## src/rtl/mem_port_arbiter.sv

```systemverilog
// Arbitrates one single-ported memory between instruction fetch and data access.
// Each access runs IDLE -> ISSUE -> WAIT -> DONE and ends with a one-cycle ready pulse.
module mem_port_arbiter #(
  parameter int ADDR_W    = 16,
  parameter int DATA_W    = 16,
  parameter int MEM_LAT   = 2,
  parameter int PRIO_DATA = 1
) (
  input  logic              clk,
  input  logic              rst,
  input  logic              if_req,
  input  logic [ADDR_W-1:0] if_addr,
  output logic [DATA_W-1:0] if_rdata,
  output logic              if_ready,
  input  logic              d_req,
  input  logic              d_we,
  input  logic [ADDR_W-1:0] d_addr,
  input  logic [DATA_W-1:0] d_wdata,
  output logic [DATA_W-1:0] d_rdata,
  output logic              d_ready,
  output logic              mem_en,
  output logic              mem_we,
  output logic [ADDR_W-1:0] mem_addr,
  output logic [DATA_W-1:0] mem_wdata,
  input  logic [DATA_W-1:0] mem_rdata,
  output logic              stall_fetch,
  output logic              stall_pipe,
  output logic              busy
);

  localparam int   CNT_W     = (MEM_LAT < 1) ? 1 : $clog2(MEM_LAT + 1);
  localparam logic OWN_FETCH = 1'b0;
  localparam logic OWN_DATA  = 1'b1;

  generate
    if (MEM_LAT < 1) begin : g_bad_lat
      $error("mem_port_arbiter: MEM_LAT must be at least 1");
    end
  endgenerate

  typedef enum logic [1:0] {
    IDLE  = 2'd0,
    ISSUE = 2'd1,
    WAIT  = 2'd2,
    DONE  = 2'd3
  } state_t;

  state_t           state;
  state_t           state_next;
  logic [CNT_W-1:0] cnt;
  logic             owner;
  logic             last_grant;
  logic             is_store;
  logic             pick_data;
  logic             capture;

  // State register
  always_ff @(posedge clk) begin
    if (rst) begin
      state <= IDLE;
    end else begin
      state <= state_next;
    end
  end

  // Next-state logic
  always_comb begin
    state_next = state;
    case (state)
      IDLE: begin
        if (if_req || d_req) state_next = ISSUE;
        else                 state_next = IDLE;
      end
      ISSUE: state_next = WAIT;
      WAIT: begin
        if (cnt == CNT_W'(1)) state_next = DONE;
        else                  state_next = WAIT;
      end
      DONE:    state_next = IDLE;
      default: state_next = IDLE;
    endcase
  end

  // Grant selection and read-capture decode
  always_comb begin
    pick_data = 1'b0;
    if (if_req && d_req) begin
      if (PRIO_DATA != 0) pick_data = 1'b1;
      else                pick_data = (last_grant == OWN_FETCH);
    end else begin
      pick_data = d_req;
    end
    capture = (state == WAIT) && (cnt == CNT_W'(1));
  end

  // Datapath registers; strobes and ready pulses default low every cycle
  always_ff @(posedge clk) begin
    if (rst) begin
      cnt        <= {CNT_W{1'b0}};
      owner      <= OWN_FETCH;
      last_grant <= OWN_FETCH;
      is_store   <= 1'b0;
      if_rdata   <= {DATA_W{1'b0}};
      if_ready   <= 1'b0;
      d_rdata    <= {DATA_W{1'b0}};
      d_ready    <= 1'b0;
      mem_en     <= 1'b0;
      mem_we     <= 1'b0;
      mem_addr   <= {ADDR_W{1'b0}};
      mem_wdata  <= {DATA_W{1'b0}};
    end else begin
      mem_en   <= 1'b0;
      mem_we   <= 1'b0;
      if_ready <= 1'b0;
      d_ready  <= 1'b0;
      case (state)
        IDLE: begin
          if (if_req || d_req) begin
            owner     <= pick_data ? OWN_DATA : OWN_FETCH;
            is_store  <= pick_data & d_we;
            mem_en    <= 1'b1;
            mem_we    <= pick_data & d_we;
            mem_addr  <= pick_data ? d_addr : if_addr;
            mem_wdata <= pick_data ? d_wdata : {DATA_W{1'b0}};
          end
        end
        ISSUE: cnt <= CNT_W'(MEM_LAT);
        WAIT: begin
          if (capture) begin
            if (owner == OWN_DATA) begin
              d_ready <= 1'b1;
              if (!is_store) d_rdata <= mem_rdata;
            end else begin
              if_ready <= 1'b1;
              if_rdata <= mem_rdata;
            end
          end else begin
            cnt <= cnt - CNT_W'(1);
          end
        end
        DONE:    last_grant <= owner;
        default: cnt <= {CNT_W{1'b0}};
      endcase
    end
  end

  assign stall_fetch = if_req & ~if_ready;
  assign stall_pipe  = d_req & ~d_ready;
  assign busy        = (state != IDLE);

endmodule

```

## config.mk

```make
export PLATFORM = sky130hd
export DESIGN_NAME = mem_port_arbiter
export DESIGN_NICKNAME = d
export VERILOG_FILES = /design/src/rtl/mem_port_arbiter.sv
export SDC_FILE = /design/constraint.sdc
export NUM_CORES = 1
export LEC_CHECK = 0
export ABC_AREA = 1
export CORE_ASPECT_RATIO = 1.75
export CORE_MARGIN = 3
export CORE_UTILIZATION = 24
export CTS_BUF_LIST = sky130_fd_sc_hd__clkbuf_8 sky130_fd_sc_hd__clkbuf_16
export CTS_CLUSTER_DIAMETER = 80
export DETAILED_ROUTE_END_ITERATION = 12
export HOLD_SLACK_MARGIN = 0.06
export SYNTH_ARGS = -nofsm -noshare
export SYNTH_HDL_FRONTEND = slang
export SYNTH_SLANG_ARGS = --single-unit
export TNS_END_PERCENT = 1
```

## constraint.sdc

```tcl
create_clock -name clk -period 1.7 [get_ports clk]
set_input_delay 0.425 -clock clk [delete_from_list [all_inputs] [get_ports clk]]
set_output_delay 0.425 -clock clk [all_outputs]
set_load 0.01 [all_outputs]
```

# Yosys cells after proc, flatten, opt, wreduce, memory -nomap -nowiden

Cells that the tools add are included.

Input port bits: 69
Register bits: 74
Logic and storage cells: 54

Multiplexer cells: 12
Reduce and logical (&&, ||, !) cells: 13
Equality and inequality tests: 5
Bitwise operators: 11
Add/subtract/negate cells: 1

Operator list:

| operator            | count |
|---|---|
| $mux 16             | 2 |
| $not 1->1           | 8 |
| $pmux 2 s4          | 1 |
| $mux 1              | 7 |
| $reduce_or 3->1     | 2 |
| $eq 2x1->1 const B  | 2 |
| $eq 2x2->1 const B  | 2 |
| $pmux 2 s2          | 1 |
| $reduce_and 2->1    | 2 |
| $reduce_and 4->1    | 1 |
| $reduce_bool 2->1   | 2 |
| $and 1x1->1         | 3 |
| $reduce_and 3->1    | 1 |
| $logic_and 1x1->1   | 2 |
| $logic_not 2->1     | 1 |
| $mux 2              | 1 |
| $ne 2x2->1 const B  | 1 |
| $reduce_or 2->1     | 1 |
| $sub 2x1->2 const B | 1 |
| $logic_or 1x1->1    | 1 |

# Longest topological paths before layout

Depth after elaboration: 4
Mapped depth: 8
Gate-level depth less buffers: 7

# Worst setup path before layout

No wires, ideal clock.

Path kind: input -> output
Start: input d_req
End: output stall_pipe
Stages on the path: 4
Data arrival time: 0.931 ns
Buffers on the path: 2
Required time: 1.275 ns
Setup slack: 0.344 ns
Cell sequence: buf_6 inv_2 buf_4 nor2_1

Longest elaborated chain between the ends: 1

Ends and longest elaborated chain:

| item            | line | source |
|---|---|---|
| start, declared | 15   | `input logic d_req,` |
| $and 1x1->1     | 148  | `assign stall_pipe = d_req & ~d_ready;` |
| end, declared   | 27   | `output logic stall_pipe,` |

No other way between the ends.

# Final worst setup path

Start: register if_rdata[0]
End: output if_rdata[0]

RTL lines:

| item                   | line | source |
|---|---|---|
| start, declared        | 13   | `output logic [DATA_W-1:0] if_rdata,` |
| start signal, assigned | 103  | `if_rdata <= {DATA_W{1'b0}};` |
| start signal, assigned | 135  | `if_rdata <= mem_rdata;` |

No word-level cell between the ends.

==> flow_summary.json <==
{
  "status": "finished clean",
  "critPathBufInv": 1,
  "io-pin-count": 140,
  "dpl-instance-area_um2": 4680,
  "wl_mm": 9.68,
  "cts_resized": 9,
  "ir_drop_uv": 576,
  "clock_tree.root_cell": "clkbuf_16",
  "crit_fanout": 2,
  "ant_nets": 0,
  "hpwl_mm": 7.39,
  "drive_gt1_share_pct": 7.22,
  "synth_seq_cells": 74,
  "fin_crit_sh_pct": 98.9,
  "cts_sinks": 74,
  "path_cells": "clkdlybuf4s50_1",
  "slowest_delay_ns": 0.60,
  "startpoint": "if_rdata[0]",
  "hold_class": "reg2reg",
  "wire_per_inst_um": 12.9,
  "r2r_cells": 6,
  "postCtsHoldBufs": 0,
  "track_usage_pct": 13.6,
  "cts_made_buffers": 9,
  "yosysWarnings": 0,
  "die_x_um": 92.0,
  "hold_violations": 0,
  "slew_viol_final": 0,
  "route.detailed.drc": 0,
  "io_buffers": 139,
  "fin_nets": 651,
  "grt_pass1_vias": 3008,
  "critical-path-top-delay-family": "buffers and inverters",
  "stdcell_area_um2": 4960,
  "timing.rr.start": "state[0]",
  "setup.worst_path.end": "if_rdata[0]",
  "cp-start-kind": "flip-flop",
  "r2r_end": "d_rdata[11]",
  "clock_skew_ns": 0.00558,
  "ys_types": 19,
  "cp.depth": 1,
  "grt_pass1_wl_mm": 15.3,
  "critPathArrivalTime_ns": 1.26,
  "fin_hold_ws_ns": 0.461,
  "fillers": 1344,
  "synth_cells": 435,
  "cts.clk_slew.worst_paths_ns": 0.06,
  "initialDrtViolationCount": 112,
  "grt_max_degree": 37,
  "cts_setup_buffers": 0,
  "viasPerCell": 4.08,
  "synth_area_um2": 3100,
  "required_ns": 1.27,
  "fmax_ghz": 0.595,
  "p_per_area_nw_per_um2": 1030,
  "tightest_slew_ns": 0.421,
  "syn-num-nets": 509,
  "clock_latency_ns": 0.33,
  "start_util_pct": 24.7,
  "gp_congestion": 0.817,
  "die_y_um": 156,
  "vias": 3062,
  "slew_headroom_pct": 71.9,
  "gr-total-overflow": 0,
  "end_kind": "output port",
  "final.min_clock_period_ns": 1.68,
  "dr.pass1.iters": 4,
  "area.growth.synth_to_final_pct": 60.0,
  "antenna_found_initial": 1,
  "seq_area_frac_synth_pct": 47.7,
  "path_class": "reg2out",
  "drv_cap": 0,
  "dieArea_um2": 14400,
  "cts.path.max_buffers": 2,
  "placementRows": 54,
  "reg2reg_slack_ns": 0.31,
  "final-setup-viol-count": 0,
  "rsz0062_at_grt": "false",
  "crit_slowest_cell": "clkdlybuf4s50_1",
  "leakage_nw": 2.22,
  "coreArea_um2": 12600,
  "cts_tree": "yes",
  "cts-htree-levels": 3,
  "syn_avg_cell_area_um2": 7.13
}
-- cell families (layout without fill, tap and decap cells) --
kind of cell	after synthesis	count (layout)	synth area share, %
compound gates	36	36	6.17
fa+ha+maj	5	5	2.02
buf+inv	53	200	8.75
flops	74	74	47.7
other cells	0	1	0
simple gates	267	267	35.3
-- cell usage after synthesis --
cell type / n / area share [%]
o21ai_4: 1 / 0.52
nor2_4: 3 / 1.1
buf_4: 4 / 0.97
nand3_1: 3 / 0.48
inv_1: 26 / 3.1
nand2_1: 135 / 16
buf_2: 4 / 0.65
o21ai_0: 18 / 2.9
nor2_1: 106 / 13
buf_6: 7 / 2.5
nor3_1: 2 / 0.32
a21oi_1: 17 / 2.7
nand2_2: 2 / 0.40
ha_1: 5 / 2.0
inv_2: 5 / 0.60
clkinv_1: 1 / 0.12
nand3b_1: 16 / 3.9
dfxtp_1: 74 / 48
clkbuf_1: 6 / 0.73
-- metrics by stage --
step | TNS (ns) | cells | power, mW | util (%) | setup slack [ns]
global route | 0 | 751 | 5.48 | 39.5 | 0.00364
detailed placement | -5.97 | 734 | 3.45 | 37.2 | -0.339
CTS | 0 | 750 | 5.25 | 39.5 | 0.000177
floorplan | 0 | 435 | 2.78 | - | 0.344
global placement | -4.90 | 734 | 3.41 | 37.2 | -0.345
finish | 0 | 751 | 5.14 | 39.5 | 0.0191
-- placed cells by master (no fill, tap or decap), types with 5 or more instances in the layout --
cell type and instances:
dfxtp_1 74, ha_1 5, inv_2 5, clkdlybuf4s50_1 129
o21ai_0 18, dlymetal6s2s_1 6, inv_1 27, a21oi_1 17
nor2_1 106, nand3b_1 16, clkbuf_16 9, buf_4 11
nand2_1 135
-- report_power, final --
group	leakage, nW	total (mW)	switching, mW	internal, mW
sequential	0.604	2.02	0.0958	1.92
clock	0.140	1.76	0.734	1.03
combinational	1.48	1.36	0.686	0.672
total	2.22	5.14	1.52	3.62
-- registers in the layout, summed over array words and instances (netlist names), 2 cells and up --
signal / flops
state: 2
cnt: 2
mem_wdata: 16
if_rdata: 16
d_rdata: 16
mem_addr: 16
-- layout make-up --
class / instances / area [µm²] / share of cell area [%]
inverters: 32 / 120 / 2.42
flip-flops and latches: 74 / 1480 / 29.8
multi-input cells: 308 / 1350 / 27.2
well taps: 168 / 210 / 4.23
repair buffers: 152 / 1520 / 30.6
clock inverters: 6 / 42.5 / 0.857
clock buffers: 10 / 239 / 4.81
diodes: 1 / 2.50 / 0.0504
-- worst min-delay path by stage --
stage                       start            end  slack, ns  cells past startpoint
floorplan           mem_wdata[13]  mem_wdata[13]       0.48                      2
global placement    mem_wdata[14]  mem_wdata[14]       0.45                      2
detailed placement  mem_wdata[13]  mem_wdata[13]       0.45                      2
CTS                 mem_wdata[13]  mem_wdata[13]       0.46                      2
global route        mem_wdata[13]  mem_wdata[13]       0.48                      2
finish              mem_wdata[13]  mem_wdata[13]       0.46                      2
-- metal layers --
| metal | up-vias | part of all wire [%] | GRT usage, % |
|---|---|---|---|
| met4 | 0 | 3.8 | 7.30 |
| met3 | 17 | 3.7 | 2.50 |
| met1 | 1364 | 37 | 14.3 |
| met5 | - | 0 | 0 |
| met2 | 73 | 55 | 25.5 |
| li1 | 1608 | - | - |
No activity file was read; power rests on OpenSTA's default activity.
